### src/rtl/demux_1to4.sv
// Registered 1-to-4 demultiplexer with valid/ready on the input and each output channel,
// one holding register per channel and per-channel accepted-word counters.
module demux_1to4 #(
   parameter int unsigned WIDTH     = 4,
   parameter int unsigned CNT_WIDTH = 8
) (
   input  logic                 clk,
   input  logic                 reset,
   input  logic [WIDTH-1:0]     in_data,
   input  logic [1:0]           in_sel,
   input  logic                 in_valid,
   output logic                 in_ready,
   output logic [WIDTH-1:0]     a,
   output logic [WIDTH-1:0]     b,
   output logic [WIDTH-1:0]     c,
   output logic [WIDTH-1:0]     d,
   output logic [3:0]           out_valid,
   input  logic [3:0]           out_ready,
   input  logic [1:0]           cnt_sel,
   output logic [CNT_WIDTH-1:0] cnt_out
);

   typedef enum logic {StEmpty = 1'b0, StFull = 1'b1} ch_state_e;

   ch_state_e            state_q [4];
   ch_state_e            state_d [4];
   logic [WIDTH-1:0]     data_q  [4];
   logic [CNT_WIDTH-1:0] cnt_q   [4];

   logic       sel_free;
   logic       accept;
   logic [3:0] load;

   // Decoded with a known default so an unknown in_sel still yields a defined in_ready.
   always_comb begin
      sel_free = 1'b0;
      case (in_sel)
         2'd0:    sel_free = !out_valid[0] || out_ready[0];
         2'd1:    sel_free = !out_valid[1] || out_ready[1];
         2'd2:    sel_free = !out_valid[2] || out_ready[2];
         2'd3:    sel_free = !out_valid[3] || out_ready[3];
         default: sel_free = 1'b0;
      endcase
   end

   assign in_ready = !reset && sel_free;
   assign accept   = in_valid && in_ready;

   always_comb begin
      load = '0;
      for (int i = 0; i < 4; i++) begin
         load[i] = accept && (in_sel == 2'(i));
      end
   end

   always_comb begin
      for (int i = 0; i < 4; i++) begin
         state_d[i] = state_q[i];
         unique case (state_q[i])
            StEmpty: if (load[i]) state_d[i] = StFull;
            // A load in the same cycle as a drain keeps the channel full (zero-bubble refill).
            StFull:  if (!load[i] && out_ready[i]) state_d[i] = StEmpty;
            default: state_d[i] = StEmpty;
         endcase
      end
   end

   always_ff @(posedge clk) begin
      if (reset) begin
         for (int i = 0; i < 4; i++) begin
            state_q[i] <= StEmpty;
            data_q[i]  <= '0;
            cnt_q[i]   <= '0;
         end
      end else begin
         for (int i = 0; i < 4; i++) begin
            state_q[i] <= state_d[i];
            if (load[i]) begin
               data_q[i] <= in_data;
               cnt_q[i]  <= cnt_q[i] + CNT_WIDTH'(1);
            end
         end
      end
   end

   always_comb begin
      out_valid = '0;
      for (int i = 0; i < 4; i++) begin
         out_valid[i] = (state_q[i] == StFull);
      end
   end

   assign a       = data_q[0];
   assign b       = data_q[1];
   assign c       = data_q[2];
   assign d       = data_q[3];
   assign cnt_out = cnt_q[cnt_sel];

endmodule

### config.mk
export PLATFORM = sky130hd
export DESIGN_NAME = demux_1to4
export DESIGN_NICKNAME = d
export VERILOG_FILES = /design/src/rtl/demux_1to4.sv
export SDC_FILE = /design/constraint.sdc
export NUM_CORES = 1
export LEC_CHECK = 0
export ABC_AREA = 1
export CORE_UTILIZATION = 25
export CTS_CLUSTER_DIAMETER = 150
export CTS_CLUSTER_SIZE = 14
export DETAILED_ROUTE_END_ITERATION = 6
export SKIP_LAST_GASP = 1
export SYNTH_ARGS = -nofsm -noshare
export SYNTH_HDL_FRONTEND = slang
export SYNTH_SLANG_ARGS = --single-unit
### constraint.sdc
create_clock -name clk -period 4.2 [get_ports clk]
set_input_delay 0.42 -clock clk [delete_from_list [all_inputs] [get_ports clk]]
set_output_delay 0.42 -clock clk [all_outputs]
set_load 0.01 [all_outputs]
==> reports/metrics.yaml, run 1 <==
synth:
  synth_largest_area_cell: "edfxtp_1"
  synth_top_family_by_area: "simple AND/OR/NAND/NOR gates"
  synthMuxAreaShare_pct: 0
  synth-xor-area-share_pct: 7.150
  synth.most_common_cell: "nor2_1"
  synth.cells.most_frequent: "nor2_1, edfxtp_1, inv_1"
  synth_seq_area_share_pct: 59.14
  synthFlopType: "edfxtp_1"
  synth_nets: 278
  synth.avg_cell_area_um2: 9.932
  synth_fa_ha_area_share_pct: 1.946
  syn_inst: 259
  synth_edf_count: 48
  async_flop_share_pct: 0
  synthSimpleGateAreaFrac_pct: 19.07
  netlist_top_cells_area: "edfxtp_1, nor2_1, xor2_1"
  synth_compound_area_share_pct: 7.685
  ys_seq_elements: 52
  syn_area_um2: 2572
  yosys.area.top_type_share_pct: 56.03
  synth_cell_type_count: 23
  ys_warn_count: 0
place:
  placed_area_um2: 3138
  finalWeightedCongestion: 0.9089
  place_ws_ns: 1.152
  dp_hpwl_um: 4193
  io_buffers: 43
  placedCellCount: 428
global_route:
  first_global_vias: 1820
  grt_max_degree: 20
  grt_overflow: 0
  grt_antenna_before_repair: 0
  grt_pass1_wl_um: 9259
  grtUsageTotal_pct: 11.54
clock_tree:
  postCtsSetupBuffers: 0
  clockBufferDepth: 2
  cts_inserted_buffers: 5
  cts_hold_buf: 0
  cts_resized: 0
  cts_tree: "done"
  cts_root_buf: "clkbuf_8"
  htreeDepth: 2
  clkSinkCount: 52
  cts.reportedPaths.clkPinSlew_ns: 0.09
  clock_latency_ns: 0.30
finish:
  num_antenna_cells: 0
  drive_above_1_share_pct: 4.950
  final_nets: 321
  utilization_pct: 32.90
  final_cells: 436
  fin_area_um2: 3246
  syn2layout_area_growth_pct: 26.17
timing:
  tns_ns: 0
  skew_ns: 0.009439
  hold_violations: 0
  relSlewSlack_pct: 62.29
  finalWorstSetupSlack_ns: 1.116
  hold_ws_ns: 0.5044
  worstMarginPinSlew_ns: 0.5643
  drv_slew: 0
  grt_setup_unrepaired: "no"
  fmax_ghz: 0.3243
  period_needed_ns: 3.084
  setup_viol: 0
  fin_crit_sh_pct: 73.42
route:
  drtIter0Drc: 52
  drt_pass1_iterations: 4
  routed_wl_um: 5598
  vias_per_cell: 4.328
  post_drt_wl_per_cell_um: 12.84
  num_vias: 1887
  remaining_drc_errors: 0
  postRouteAntennaNets: 0
setup_path:
  cp_cell_sequence: "clkdlybuf4s50_1, clkinv_1, o21ai_0, a21oi_1, a21oi_1, clkdlybuf4s50_1"
  worst-setup-path-type: "input port to output port"
  timing.critical_path.to_type: "output port"
  cp_slowest_cell: "clkdlybuf4s50_1"
  worstSetupStartpointType: "input port"
  r2r.worst_path.cells: 7
  r2r-end: "data_q[0][7]$_SDFFCE_PN0P_"
  worstReg2RegStart: "state_q[0][3]$_SDFF_PP0_"
  worstPathRequired_ns: 3.78
  cp_data_arrival_time_ns: 2.66
  reg2reg_slack_ns: 2.23
  worst_path_largest_cell_delay_ns: 0.74
  path_max_fanout: 19
pwr:
  p_per_area_nw_per_um2: 328.7
  p_leak_nw: 1.225
  ir_drop_mv: 0.1660
  power_mw: 1.067
min_path:
  min_path_type: "register to register"
  hold_path_end: "state_q[0][2]$_SDFF_PP0_"
  hp-start: "state_q[0][2]$_SDFF_PP0_"
  hold_path_depth: 2
floorplan:
  num_rows: 36
  die_area_um2: 10700
  fp.dieW_um: 103.4
  die_h_um: 103.4
  coreArea_um2: 9864
  pin_count: 44
  start_util_pct: 26.08
flow_run:
  cap_violations: 0
status:
  outcome: "complete, no violations"
worst max-delay path by stage:
stage / startpoint / endpoint / slack (ns)
CTS: cnt_sel[0] / cnt_out[5] / 1.12
global route: cnt_sel[0] / cnt_out[3] / 0.91
floorplan: in_sel[1] / cnt_q[0][0]$_SDFFCE_PN0P_ / 2.50
finish: cnt_sel[0] / cnt_out[5] / 1.12
global placement: cnt_sel[0] / cnt_out[5] / 1.18
detailed placement: cnt_sel[0] / cnt_out[5] / 1.15
sequential cells by signal (all words and copies together) (netlist names):
name / flops
cnt_q: 32
data_q: 16
state_q: 4
cells in the final DEF, fill, tap and decap left out, drive strengths merged:
cell type / n
nor2: 69
edfxtp: 48
clkdlybuf4s50: 43
inv: 25
nand2: 24
o21ai: 18
xor2: 13
a21oi: 13
nand3: 11
xnor2: 8
clkbuf: 6
o22ai: 5
nand4: 5
ha: 4
dfxtp: 4
nand3b: 2
clkinv: 2
and2: 1
or2: 1
bufinv: 1
layout make-up:
cell class	instances	area (µm²)
Tap cell	133	166.4
Inverter	26	97.59
Multi-Input combinational cell	174	922.1
Fill cell	1042	6619
Clock buffer	6	72.57
Clock inverter	2	35.03
Sequential cell	52	1521
Timing Repair Buffer	43	430.4
layer usage:
| layer | GRT usage, % | vias to the layer above | wire (µm) | part of all wire, % |
|---|---|---|---|---|
| met2 | 18.24 | 58 | 2482 | 44 |
| met5 | 0 | - | 0 | 0 |
| li1 | - | 950 | - | - |
| met1 | 14.96 | 872 | 2628 | 47 |
| met4 | 3.575 | 0 | 46 | 0.82 |
| met3 | 3.831 | 7 | 439 | 7.8 |
where the power goes:
part | internal, mW | switching, mW
combinational | 0.0571 | 0.0647
clock | 0.177 | 0.160
sequential | 0.588 | 0.0194
cells by family (layout without fill, tap and decap cells):
group	after synthesis	after routing
fa+ha+maj	4	4
compound gates	36	36
simple gates	113	113
xor+xnor	21	21
flops	52	52
buf+inv	33	77
critical path, delay by kind of cell:
kind,cells,cell delay (ns)
buffers and inverters,3,1.77
AOI/OAI and AO/OA,3,0.47
Note: power is estimated with default switching activity, not from simulation.
==> inputs of run 2 (changes only) <==
clock period = 2.7 ns   (was 4.2 ns; I/O delays follow)
==> run 2 against run 1 <==
  * Cell count increased by 1.4%
  * Sequential share of layout area decreased by 0.90 points
  * Flip-flop and latch count unchanged
  * Clock-buffer cell count increased by 1
  * Clock skew increased by 0.0030 ns
  * Critical path type unchanged
  * Critical endpoint is now cnt_out[3]
  * Largest cell class unchanged
==> reports/metrics.yaml, run 2 (synthesized netlist as in run 1, its figures left out) <==
clock_tree:
  cts_resized: 0  # unchanged
  cts.reportedPaths.clkPinSlew_ns: 0.09  # about the same
  cts_inserted_buffers: 5  # unchanged
  htreeDepth: 2  # unchanged
  postCtsSetupBuffers: 0  # unchanged
  cts_tree: "done"
  clockBufferDepth: 2  # unchanged
  clock_latency_ns: 0.31  # about the same
  cts_hold_buf: 0  # unchanged
  clkSinkCount: 52  # unchanged
  cts_root_buf: "clkbuf_8"
place:
  finalWeightedCongestion: 0.8204  # -9.7%
  io_buffers: 43  # unchanged
  dp_hpwl_um: 4293  # +2.4%
global_route:
  grt_antenna_before_repair: 0  # unchanged
  grt_pass1_wl_um: 9197  # -0.67%
  first_global_vias: 1840  # +1.1%
  grt_max_degree: 16  # -20%
  grtUsageTotal_pct: 11.57  # +0.023 points
  grt_overflow: 0  # unchanged
finish:
  largest_reg_flops: 32  # unchanged
  multi_input_area_um2: 922.1  # unchanged
  final_common_cell: "nor2_1"
  most-common-layout-cells: "nor2_1, edfxtp_1, clkdlybuf4s50_1"
  num_antenna_cells: 0  # unchanged
  seqCellArea_um2: 1521  # unchanged
  drive_above_1_share_pct: 7.120  # +2.2 points
  fillers: 1026  # -1.5%
  largestRegisters: "cnt_q (32), data_q (16), state_q (4)"
  regMostFlops: "cnt_q"
  final_nets: 327  # +1.9%
  syn2layout_area_growth_pct: 28.65
timing:
  skew_ns: 0.01244  # +0.003000 ns
  fin_crit_sh_pct: 81.98
  setup_viol: 0  # unchanged
  drv_slew: 0  # unchanged
  period_needed_ns: 2.213
  tns_ns: 0  # unchanged
  fmax_ghz: 0.4518
  relSlewSlack_pct: 63.23  # +0.94 points
  hold_violations: 0  # unchanged
  worstMarginPinSlew_ns: 0.5503  # -0.01406 ns
  grt_setup_unrepaired: "no"
setup_path:
  cp_cell_sequence: "clkdlybuf4s50_1, inv_1, a21oi_1, o21ai_0, o21ai_0, clkdlybuf4s50_1"
  worstSetupStartpointType: "input port"
  worstPathRequired_ns: 2.43  # -1.35 ns
  path_max_fanout: 11  # -8
  worst-setup-path-type: "input port to output port"
  reg2reg_slack_ns: 1.11  # -1.12 ns
  cp_slowest_cell: "clkdlybuf4s50_1"
  worst_path_largest_cell_delay_ns: 0.57  # -0.17 ns
  worstReg2RegStart: "state_q[0][1]$_SDFF_PP0_"
  r2r.worst_path.cells: 7  # unchanged
  cp_data_arrival_time_ns: 1.94  # -0.72 ns
  r2r-end: "cnt_q[2][2]$_SDFFCE_PN0P_"
  timing.critical_path.to_type: "output port"
route:
  post_drt_wl_per_cell_um: 13.10  # +2.0%
  drtIter0Drc: 51  # -1.9%
  remaining_drc_errors: 0  # unchanged
  postRouteAntennaNets: 0  # unchanged
  num_vias: 1893  # +0.32%
  routed_wl_um: 5788  # +3.4%
  drt_pass1_iterations: 4  # unchanged
  vias_per_cell: 4.283  # -1.0%
min_path:
  hold_path_end: "state_q[0][2]$_SDFF_PP0_"
  hp-start: "state_q[0][2]$_SDFF_PP0_"
  hold_path_depth: 2  # unchanged
  min_path_type: "register to register"
pwr:
  p_leak_nw: 1.261  # +2.9%
  p_sw_uw: 389.9  # +60%
  comb_power_share_pct: 11.3  # about the same
  swShare_pct: 22.60  # -0.29 points
  ir_drop_mv: 0.2135  # +29%
  intPower_mw: 1.335  # +62%
  power_mw: 1.725  # +62%
  clkPwrFrac_pct: 33.9  # +2.3 points
  p_per_area_nw_per_um2: 521.3  # +59%
  p_seq_share_pct: 54.8  # -2.2 points
floorplan:
  num_rows: 36  # unchanged
  die_h_um: 103.4  # unchanged
  fp.dieW_um: 103.4  # unchanged
  coreArea_um2: 9864  # unchanged
  die_area_um2: 10700  # unchanged
  start_util_pct: 26.08  # unchanged
  pin_count: 44  # unchanged
status:
  outcome: "complete, no violations"
flow_run:
  cap_violations: 0  # unchanged
run 2: stage by stage:
stage / hold WS (ns) / setup slack, ns / instance area (µm²) / cells / utilization [%]
6_report: 0.5072 / 0.4866 / 3309 / 442 / 33.55
5_1_grt: 0.5310 / 0.3502 / 3309 / 442 / 33.55
4_1_cts: 0.5157 / 0.4816 / 3309 / 442 / 33.55
3_5_place_dp: 0.4933 / 0.4898 / 3183 / 434 / 32.27
3_3_place_gp: 0.4932 / 0.5197 / 3183 / 434 / 32.27
2_1_floorplan: 0.3391 / 1.083 / 2572 / 259 / -
run 2: how the worst max path moves through the flow:
stage,from,endpoint,slack [ns]
after global placement,cnt_sel[1],cnt_out[3],0.52
final,cnt_sel[1],cnt_out[3],0.49
after global routing,cnt_sel[0],cnt_out[7],0.35
after floorplan,state_q[0][0]$_SDFF_PP0_,cnt_q[0][0]$_SDFFCE_PN0P_,1.08
after CTS,cnt_sel[0],cnt_out[3],0.48
after detailed placement,cnt_sel[1],cnt_out[3],0.49
run 2: area by class of cell:
class                   count  share of cell area, %
flip-flops and latches     52                  45.97
repair buffers             49                  14.37
clock inverters             1                 0.9074
clock buffers               7                  2.911
multi-input cells         174                  27.86
inverters                  26                  2.949
well taps                 133                  5.028
run 2: power by group through the flow:
| stage | Combinational [mW] | Clock [mW] | Sequential, mW |
|---|---|---|---|
| 2_1_floorplan | 0.0930 | 0 | 0.960 |
| 3_3_place_gp | 0.195 | 0 | 0.964 |
| 3_5_place_dp | 0.197 | 0 | 0.964 |
| 6_report | 0.195 | 0.584 | 0.946 |
| 5_1_grt | 0.219 | 0.628 | 0.951 |
| 4_1_cts | 0.198 | 0.601 | 0.946 |
run 2: routing by layer:
metal,GRT usage (%),part of all wire [%],routed length [µm]
met5,0,0,0
met4,2.925,0.50,29
met3,3.159,5.6,326
met2,18.75,46,2667
met1,15.29,48,2765
run 2: critical path, delay by kind of cell:
family,cells,cell delay (ns)
buffers and inverters,3,1.30
AO/OA/AOI/OAI,3,0.37
